**config.mk**
```make
export PLATFORM = sky130hd
export DESIGN_NAME = push_conditioner
export DESIGN_NICKNAME = d
export VERILOG_FILES = /design/src/rtl/push_conditioner.sv
export SDC_FILE = /design/constraint.sdc
export NUM_CORES = 1
export LEC_CHECK = 0
export CAP_MARGIN = 0
export CORE_MARGIN = 5
export CORE_UTILIZATION = 29
export CTS_CLUSTER_SIZE = 40
export DETAILED_ROUTE_END_ITERATION = 16
export HOLD_SLACK_MARGIN = 0.02
export SYNTH_ARGS = -nofsm -noshare
export SYNTH_HDL_FRONTEND = slang
export SYNTH_SLANG_ARGS = --single-unit
```
**constraint.sdc**
```tcl
create_clock -name clk -period 2.97 [get_ports clk]
set_input_delay 0.7425 -clock clk [delete_from_list [all_inputs] [get_ports clk]]
set_output_delay 0.7425 -clock clk [all_outputs]
set_load 0.05 [all_outputs]
```
**src/rtl/push_conditioner.sv**
```systemverilog
// Per-channel push input conditioner: synchronizer, debouncer,
// edge pulses and a sticky press-event flag with overrun detection.
module push_conditioner #(
    parameter int CHANNELS        = 4,
    parameter int SYNC_STAGES     = 2,
    parameter int DEBOUNCE_CYCLES = 4
) (
    input  logic                clk,
    input  logic                rst,
    input  logic [CHANNELS-1:0] push,
    input  logic [CHANNELS-1:0] press_ack,
    output logic [CHANNELS-1:0] sypush,
    output logic [CHANNELS-1:0] rise,
    output logic [CHANNELS-1:0] fall,
    output logic [CHANNELS-1:0] press_valid,
    output logic [CHANNELS-1:0] overrun
);

    localparam int CNT_W = $clog2(DEBOUNCE_CYCLES + 1);
    localparam logic [CNT_W-1:0] CNT_LAST = CNT_W'(DEBOUNCE_CYCLES - 1);

    logic [CHANNELS-1:0] r_sync [SYNC_STAGES];
    logic [CNT_W-1:0]    r_cnt  [CHANNELS];
    logic [CNT_W-1:0]    w_cnt_nxt [CHANNELS];
    logic [CHANNELS-1:0] r_sy;
    logic [CHANNELS-1:0] r_rise;
    logic [CHANNELS-1:0] r_fall;
    logic [CHANNELS-1:0] r_pv;
    logic [CHANNELS-1:0] r_ov;
    logic [CHANNELS-1:0] w_sync_out;
    logic [CHANNELS-1:0] w_diff;
    logic [CHANNELS-1:0] w_toggle;
    logic [CHANNELS-1:0] w_rise_evt;
    logic [CHANNELS-1:0] w_fall_evt;
    logic [CHANNELS-1:0] w_ack;
    logic [CHANNELS-1:0] w_pv_nxt;
    logic [CHANNELS-1:0] w_ov_nxt;

    always_ff @(posedge clk or posedge rst) begin
        if (rst) begin
            for (int s = 0; s < SYNC_STAGES; s++) begin
                r_sync[s] <= '0;
            end
        end else begin
            r_sync[0] <= push;
            for (int s = 1; s < SYNC_STAGES; s++) begin
                r_sync[s] <= r_sync[s-1];
            end
        end
    end

    assign w_sync_out = r_sync[SYNC_STAGES-1];

    // Count consecutive disagreeing cycles; any agreement restarts it.
    always_comb begin
        w_diff   = w_sync_out ^ r_sy;
        w_toggle = '0;
        for (int i = 0; i < CHANNELS; i++) begin
            w_cnt_nxt[i] = '0;
            w_toggle[i]  = w_diff[i] && (r_cnt[i] == CNT_LAST);
            if (w_diff[i] && !w_toggle[i]) begin
                w_cnt_nxt[i] = r_cnt[i] + CNT_W'(1);
            end
        end
    end

    assign w_rise_evt = w_toggle & ~r_sy;
    assign w_fall_evt = w_toggle & r_sy;
    assign w_ack      = press_ack & r_pv;

    // An acknowledge always clears overrun, even when a new press lands.
    assign w_pv_nxt = w_rise_evt | (r_pv & ~w_ack);
    assign w_ov_nxt = (r_ov & ~w_ack) | (w_rise_evt & r_pv & ~press_ack);

    always_ff @(posedge clk or posedge rst) begin
        if (rst) begin
            for (int i = 0; i < CHANNELS; i++) begin
                r_cnt[i] <= '0;
            end
            r_sy   <= '0;
            r_rise <= '0;
            r_fall <= '0;
            r_pv   <= '0;
            r_ov   <= '0;
        end else begin
            for (int i = 0; i < CHANNELS; i++) begin
                r_cnt[i] <= w_cnt_nxt[i];
            end
            r_sy   <= r_sy ^ w_toggle;
            r_rise <= w_rise_evt;
            r_fall <= w_fall_evt;
            r_pv   <= w_pv_nxt;
            r_ov   <= w_ov_nxt;
        end
    end

    assign sypush      = r_sy;
    assign rise        = r_rise;
    assign fall        = r_fall;
    assign press_valid = r_pv;
    assign overrun     = r_ov;

endmodule

```
# ---- After elaboration in Yosys (flattened, before gate mapping)
# Cells that the tools add are included.
dict set report word_totals {
  register_bits 40
  inputBits 10
  output_inout_bits 20
  elab_cells 49
}
dict set report classes {
  add_sub_neg 4
  n_eq_ne 4
  n_mux 4
  n_bitwise 14
  n_reduce_logical 12
}
# cell n
set op_table {}
lappend op_table {{4-bit AND} 7}
lappend op_table {{3-bit by 1-bit adder with 3-bit output, second input constant} 4}
lappend op_table {{3-bit by 2-bit equality test with 1-bit output, second input constant} 4}
lappend op_table {{3-bit 2-to-1 mux} 4}
lappend op_table {{4-bit NOT} 3}
lappend op_table {{1-bit logical AND} 8}
lappend op_table {{4-bit bitwise OR} 2}
lappend op_table {{4-bit bitwise XOR} 2}
lappend op_table {{1-bit zero test} 4}

# ---- Longest topological paths before layout
# Gate-level depths: netlist of the first run.
dict set report logic_depth {
  word_depth 6
  ltp_mapped 4
  depth_no_buf 4
}

# ---- Worst setup path after synthesis of the first run
# Ideal clock, no wire load.
dict set report synth_timing {
  path_type {register -> output}
  startpoint {reg (tool-made name)}
  endpoint {out sypush[2]}
  arrival_time_ns 0.667
  required_ns 2.227
  setup_slack_ns 1.561
  path_stages_with_launch 1
  path_buffers 0
  cell_sequence {dfrtp_1}
}
# item line_no
set synth_rtl {}
lappend synth_rtl {{end: declaration} 12} ;# output logic [CHANNELS-1:0] sypush,

==> flow_summary.toml, run 1 <==
[global_route]
grt_pass1_vias = 945
overflow = 0
antenna_found_initial = 0
grt_pass1_wl_um = 4243
grt_max_degree = 21
grt_usage = 0.08550

[floorplanning]
dieArea_um2 = 6658
core_area_um2 = 5042
ios = 30
dieWidth_um = 81.60
die_y_um = 81.60
initial_core_util = 0.2948
placementRows = 26

[min_path]
min_from = "r_sync[6]"
hp-class = "reg -> reg"

[clock_tree]
clk_pin_slew_worst_paths_ns = 0.07
root_buffer = "clkbuf_8"
post_cts_resized = 0
cts.sinks = 40
cts_buffers = 5
clockBufferDepth = 2
ctsHoldBuffers = 0
cts_tree = "yes"
post_cts_buffers = 0
htree_levels = 2
clk_latency_ns = 0.27

[setup_path]
worst_ep_required_time_ns = 2.23
slowest_delay_ns = 0.84
worstSetupPathType = "reg -> out"
critical_path.max_fanout = 6
crit_buf_inv = 1
reg2reg_from = "r_cnt[9]"
cp-start-kind = "flop"
crit_family = "buffers and inverters"
crit_chain = "clkdlybuf4s50_1"
crit_arrival_ns = 1.56
end_kind = "output pin"
slowest_stage = "clkdlybuf4s50_1"

[outcome]
outcome = "finished clean"

[route]
first_pass_iters = 4
drt-initial-drc-count = 34
drc = 0
via_count = 873
vias_per_cell = 4.099
ant_nets = 0
wl_um = 2464
routedWlPerCell_um = 11.57

[synth]
synth_fp_nets = 122
synth-seq-area-share = 0.6734
yosysUniqueCellTypes = 16
synthesis.area_um2 = 1486
synth-seq-cells = 40
syn-mean-instance-area_um2 = 14.29
synth_warnings = 0
syn_inst = 104

[sta]
timing.fmax_mhz = 434.8
min_period_ns = 2.300
relSlewSlack = 0.6524
whs_ns = 0.3520
rsz0062_at_grt = "false"
maxSlewViolCount = 0
fin_crit_sh = 0.7744
setup_viol = 0
finalWorstSetupSlack_ns = 0.6699
finClkSkew_ns = 0.0006108
tightest_slew_ns = 0.5198
hold_viol = 0
fin_setup_tns_ns = 0

[placed_design]
place_congestion = 0.7374
place_ws_ns = 0.9644
dp_hpwl_um = 1906
io_buffers = 29

[flow_run]
maxCapViolCount = 0

[cells_and_area]
n_fill_cell = 494
area_growth_pct = 32.49
regArea_um2 = 1001
multi_input_area_um2 = 440.4
antenna_cells = 0
final_layout_size_suffix_gt1_frac = 0.1259
fin_nets = 160

[pwr]
p_per_area_nw_per_um2 = 841.5
leakage_nw = 0.8970
ir_drop_v = 0.0003255
-- cell type report --
type / instances / share of cell area
clock buffers: 8 / 0.04574
inverters: 12 / 0.02287
multi-input cells: 52 / 0.2236
flip-flops and latches: 40 / 0.5083
well taps: 70 / 0.04447
repair buffers: 31 / 0.1550
-- placed cells by master, fill, tap and decap left out --
cell,instances
dfrtp_1,40
clkdlybuf4s50_1,29
inv_1,12
nor3_1,8
ha_1,8
clkbuf_8,6
xnor2_1,4
nor3b_2,4
nand2_1,4
nor2_1,4
and4b_1,4
a2bb2oi_2,4
o22ai_1,3
nor3b_1,3
o21ai_0,3
clkbuf_1,2
buf_4,2
and3b_2,1
a21o_1,1
mux2_2,1
-- per-layer routing --
metal  vias up  track usage  part of all wire
li1        429            -                 -
met1       421      0.09491              0.42
met2        21       0.1417              0.51
met3         2      0.02961             0.048
met4         0      0.04983             0.015
met5         -            0                 0
-- flip-flops by register name, indices dropped and copies added, names as in the netlist, named ones only --
register,cells
fall,4
overrun,4
press_valid,4
r_cnt,12
r_sync,4
rise,4
w_sync_out,4
-- final timing paths --
check                                 endpoint  slack (ns)  cells after the start
worst max-delay path                 sypush[2]        0.67                      1
worst min-delay path             w_sync_out[2]        0.35                      0
worst max register to register  press_valid[0]        1.61                      4
worst min register to register   w_sync_out[2]        0.35                      0
max in group asynchronous            r_sync[6]        1.94                      3
min in group asynchronous              rise[1]        0.82                      3
-- where the power goes --
group	internal [mW]	total [mW]	switching [mW]	leakage, nW
clock network	0.189	0.353	0.164	0.0455
registers	0.659	0.743	0.0835	0.524
logic	0.228	0.561	0.334	0.328
-- Yosys cell counts (all sizes together) --
cell type / number / area (µm²)
o22ai: 3 / 18.77
o21ai: 3 / 15.01
dfrtp: 40 / 1001
a2bb2oi: 4 / 60.06
nor3b: 7 / 72.57
nand2: 4 / 15.01
a21o: 1 / 7.510
mux2: 1 / 11.26
and3b: 1 / 10.01
nor2: 4 / 15.01
ha: 8 / 100.1
inv: 12 / 45.04
and4b: 4 / 40.04
nor3: 8 / 40.04
xnor2: 4 / 35.03
-- worst register-to-register path, delay by kind of cell, from the launching register on --
kind	cells	cell delay, ns
adders and majority gates	2	0.47
and+or+nand+nor	1	0.25
DFF	1	0.39
AOI/OAI and AO/OA	1	0.15
-- through the flow --
| stage | instance area, µm² | cells | power (mW) | util |
|---|---|---|---|---|
| floorplan | 1486 | 104 | 1.138 | - |
| global placement | 1879 | 205 | 1.291 | 0.3727 |
| detailed placement | 1879 | 205 | 1.329 | 0.3727 |
| CTS | 1969 | 213 | 1.689 | 0.3906 |
| global route | 1969 | 213 | 1.769 | 0.3906 |
| finish | 1969 | 213 | 1.657 | 0.3906 |
-- kinds of logic (layout without fill, tap and decap cells) --
group / after synthesis / in the layout / synth area share
AND/OR/NAND/NOR: 28 / 28 / 0.1296
flip-flops: 40 / 40 / 0.6734
multiplexers: 1 / 1 / 0.007575
AO/OA/AOI/OAI: 11 / 11 / 0.06818
adder cells (fa/ha/maj): 8 / 8 / 0.06734
XOR/XNOR: 4 / 4 / 0.02357
buffers and inverters: 12 / 51 / 0.03030
(Power assumes the default switching activity.)
==> inputs of run 2 (changes only) <==
- clock period: 2.97 -> 2.2 ns (I/O delays scaled with it)
==> run 2 against run 1 <==
Net effect:
- via count decreased by 0.23%
- non-clock buffer count unchanged
- clock power increased by 33%
- register-to-register slack got worse by 0.75 ns
- setup slack got worse by 0.58 ns
- design area unchanged
- combinational power increased by 34%
- worst hold slack got worse by 0.0024 ns
- sequential cell count unchanged
- routed wire length decreased by 3.8%
==> flow_summary.toml, run 2 (synthesis results as in run 1) <==
[outcome]
outcome = "finished clean"

[clock_tree]
clk_pin_slew_worst_paths_ns = 0.07
clk_latency_ns = 0.27
htree_levels = 2
cts_buffers = 5
post_cts_buffers = 0
ctsHoldBuffers = 0
cts_tree = "yes"
clockBufferDepth = 2
root_buffer = "clkbuf_8"
cts.sinks = 40
post_cts_resized = 0

[sta]
tightest_slew_ns = 0.5260
rsz0062_at_grt = "false"
finClkSkew_ns = 0.002061
relSlewSlack = 0.6482
timing.fmax_mhz = 474.3
maxSlewViolCount = 0
finalWorstSetupSlack_ns = 0.09165
min_period_ns = 2.108
fin_crit_sh = 0.9583
fin_setup_tns_ns = 0
hold_viol = 0
setup_viol = 0

[pwr]
leakage_nw = 0.8970
p_sw_frac = 0.3476
internal_power_mw = 1.452
pwr-share-seq = 0.451
pwr-share-comb = 0.338
p_per_area_nw_per_um2 = 1130
ir_drop_v = 0.0004688
clkPwrFrac = 0.211
p_switching_mw = 0.7739

[setup_path]
worstSetupPathType = "reg -> out"
worst_ep_required_time_ns = 1.65
crit_buf_inv = 1
critical_path.max_fanout = 6
crit_arrival_ns = 1.56
crit_family = "buffers and inverters"
end_kind = "output pin"
crit_chain = "clkdlybuf4s50_1"
cp-start-kind = "flop"
slowest_stage = "clkdlybuf4s50_1"
slowest_delay_ns = 0.84

[cells_and_area]
layout_common_cells = "dfrtp_1 (40), clkdlybuf4s50_1 (29), inv_1 (12)"
top_register = "r_cnt"
antenna_cells = 0
area_growth_pct = 32.49
n_fill_cell = 483
largest_register_ffs = 12
final_layout_size_suffix_gt1_frac = 0.1259
fin_nets = 160
final_common_cell = "dfrtp_1"

[route]
via_count = 871
routedWlPerCell_um = 11.13
vias_per_cell = 4.089
first_pass_iters = 4
drc = 0
wl_um = 2370
drt-initial-drc-count = 31
ant_nets = 0

[global_route]
overflow = 0
grt_pass1_wl_um = 4119
grt_max_degree = 21
grt_pass1_vias = 924
antenna_found_initial = 0
grt_usage = 0.08250

[floorplanning]
die_y_um = 81.60
core_area_um2 = 5042
dieWidth_um = 81.60
initial_core_util = 0.2948
dieArea_um2 = 6658
placementRows = 26
ios = 30

[min_path]
hp-class = "reg -> reg"

[placed_design]
place_ws_ns = 0.3732
place_congestion = 0.7374
io_buffers = 29
dp_hpwl_um = 1844

[flow_run]
maxCapViolCount = 0
==> run 2: cell counts in the layout (fill, tap and decap cells not counted) <==
Identical to the previous run, type by type.
==> run 2: final timing paths <==
kind / from / endpoint / slack (ns) / cells past startpoint
setup reg to reg: r_cnt[9] / press_valid[0] / 0.86 / 4
hold reg to reg: r_sync[7] / w_sync_out[3] / 0.35 / 0
setup / recovery: flop / sypush[2] / 0.09 / 1
hold / removal: r_sync[7] / w_sync_out[3] / 0.35 / 0
max in group asynchronous: rst / fall[0] / 1.37 / 3
min in group asynchronous: rst / r_sync[7] / 0.62 / 3
==> run 2: layout make-up <==
cell class                      instances  area (µm²)  area share
Sequential cell                        40        1001      0.5083
Multi-Input combinational cell         52       440.4      0.2236
Timing Repair Buffer                   31       305.3      0.1550
Clock buffer                            8       90.09     0.04574
Tap cell                               70       87.58     0.04447
Inverter                               12       45.04     0.02287
==> run 2: power by group through the flow <==
stage	combinational (mW)	clock, mW	sequential (mW)
floorplan	0.290	0	1.25
global placement	0.736	0	1.01
detailed placement	0.767	0	1.02
CTS	0.768	0.498	1.01
global route	0.821	0.530	1.03
finish	0.752	0.470	1.00
==> run 2: stage by stage <==
stage	cells	power, mW	instance area [µm²]	utilization	hold WS [ns]
floorplan	104	1.536	1486	-	0.3312
global placement	205	1.743	1879	0.3727	0.3342
detailed placement	205	1.789	1879	0.3727	0.3365
CTS	213	2.273	1969	0.3906	0.3534
global route	213	2.381	1969	0.3906	0.3595
finish	213	2.226	1969	0.3906	0.3496
==> run 2: routing by layer <==
metal	GRT usage	vias to the layer above	wire length [µm]
met2	0.1401	22	1203
met4	0.04983	0	53
li1	-	428	-
met3	0.02522	5	127
met5	0	-	0
met1	0.09016	416	985
==> run 2: worst register-to-register path: stages, from the launching register on <==
cell and delay, ns:
dfrtp_1 0.39, ha_1 0.20, ha_1 0.26, and3b_2 0.24, a21o_1 0.14
==> inputs of run 3 (changes only) <==
- CORE_ASPECT_RATIO: unset -> 1.25
==> run 3 against run 2 <==
Net effect:
- non-clock buffer count decreased by 1
- routed wire length rose by 2.9%
- fmax is 0.29% lower
- first-iteration DRC count down 68%
- design area rose by 0.38%
- core utilization grew 0.14 points
- clock-buffer cell count fell by 3
- critical endpoint is now sypush[1]
- largest power group unchanged
==> flow_summary.toml, run 3 (synthesis results as in run 1) <==
[pwr]
clkPwrFrac = 0.254
pwr-share-seq = 0.428
leakage_nw = 0.9015
internal_power_mw = 1.536
p_sw_frac = 0.3469
p_per_area_nw_per_um2 = 1190
p_switching_mw = 0.8158
pwr-share-comb = 0.318
ir_drop_v = 0.0006588

[placed_design]
place_congestion = 0.7300
io_buffers = 29
dp_hpwl_um = 1825
place_ws_ns = 0.3822

[clock_tree]
clk_latency_ns = 0.29
root_buffer = "clkbuf_8"
cts.sinks = 40
htree_levels = 2
post_cts_buffers = 0
clockBufferDepth = 2
clk_pin_slew_worst_paths_ns = 0.08
post_cts_resized = 0
ctsHoldBuffers = 0
cts_tree = "yes"
cts_buffers = 5

[sta]
rsz0062_at_grt = "false"
finClkSkew_ns = 0.004288
hold_viol = 0
fin_setup_tns_ns = 0
maxSlewViolCount = 0
tightest_slew_ns = 0.5188
relSlewSlack = 0.6531
min_period_ns = 2.114
timing.fmax_mhz = 472.9
fin_crit_sh = 0.9611
setup_viol = 0
finalWorstSetupSlack_ns = 0.08559

[min_path]
whs_endpoint = "w_sync_out[3]"
min_path_cells = 0
min_from = "r_sync[7]"
hp-class = "reg -> reg"

[cells_and_area]
layout_common_cells = "dfrtp_1 (40), clkdlybuf4s50_1 (29), inv_1 (12)"
antenna_cells = 0
top_register = "r_cnt"
largest_register_ffs = 12
final_layout_size_suffix_gt1_frac = 0.1338
final_common_cell = "dfrtp_1"
area_growth_pct = 33.00
n_fill_cell = 477
fin_nets = 159

[route]
routedWlPerCell_um = 11.95
ant_nets = 0
vias_per_cell = 4.353
drc = 0
first_pass_iters = 3
via_count = 888
wl_um = 2438
drt-initial-drc-count = 10

[outcome]
outcome = "finished clean"

[floorplanning]
die_y_um = 90.05
placementRows = 29
initial_core_util = 0.2947
dieArea_um2 = 6666
dieWidth_um = 74.04
core_area_um2 = 5044
ios = 30

[global_route]
grt_pass1_wl_um = 4326
antenna_found_initial = 0
grt_max_degree = 41
grt_pass1_vias = 996
grt_usage = 0.08185
overflow = 0

[setup_path]
reg2reg_from = "r_cnt[3]"
slowest_stage = "clkdlybuf4s50_1"
crit_chain = "clkdlybuf4s50_1"
worst_ep_required_time_ns = 1.65
crit_family = "buffers and inverters"
slowest_delay_ns = 0.84
worstSetupPathType = "reg -> out"
critical_path.max_fanout = 6
cp-start-kind = "flop"
rr_endpoint = "overrun[2]"
ff2ff_setup_slack_ns = 0.86
crit_buf_inv = 1
reg2regPathDepth = 4
end_kind = "output pin"
crit_arrival_ns = 1.56

[flow_run]
maxCapViolCount = 0
## run 3: routing by layer
metal,part of all wire,track usage,vias to the layer above
li1,-,-,431
met1,0.40,0.08878,431
met2,0.51,0.1354,22
met3,0.076,0.03795,4
met4,0.014,0.03172,0
met5,0,0,-
## run 3: worst max-delay path by stage
stage / endpoint / depth (start not counted)
6_report: sypush[1] / 1
3_3_place_gp: sypush[2] / 1
5_1_grt: sypush[2] / 1
4_1_cts: sypush[1] / 1
3_5_place_dp: sypush[2] / 1
2_1_floorplan: async pin / 1
## run 3: stage by stage
step	utilization	total power [mW]	area (µm²)	instances	hold WS (ns)
after detailed placement	0.3691	1.783	1862	196	0.3389
after global routing	0.3920	2.488	1977	204	0.3755
after floorplan	-	1.536	1486	104	0.3312
after global placement	0.3691	1.743	1862	196	0.3352
final	0.3920	2.352	1977	204	0.3538
after CTS	0.3920	2.391	1977	204	0.3585
## run 3: cell type report
class | instances | area (µm²) | area share
inverters | 12 | 45.04 | 0.02278
flip-flops and latches | 40 | 1001 | 0.5063
well taps | 62 | 77.57 | 0.03924
multi-input cells | 52 | 440.4 | 0.2228
repair buffers | 30 | 297.8 | 0.1506
clock inverters | 3 | 46.29 | 0.02342
clock buffers | 5 | 68.82 | 0.03481
## run 3: power by group through the flow
stage	Combinational [mW]	Clock [mW]	Sequential, mW
floorplan	0.290	0	1.25
global placement	0.735	0	1.01
detailed placement	0.758	0	1.02
CTS	0.763	0.619	1.01
global route	0.815	0.645	1.03
finish	0.749	0.597	1.01
## run 3: worst reg2reg max path, delay by kind of cell (launching register included)
kind,cells,cell delay [ns]
compound gates,1,0.13
fa+ha+maj,2,0.46
flops,1,0.40
simple gates,1,0.25
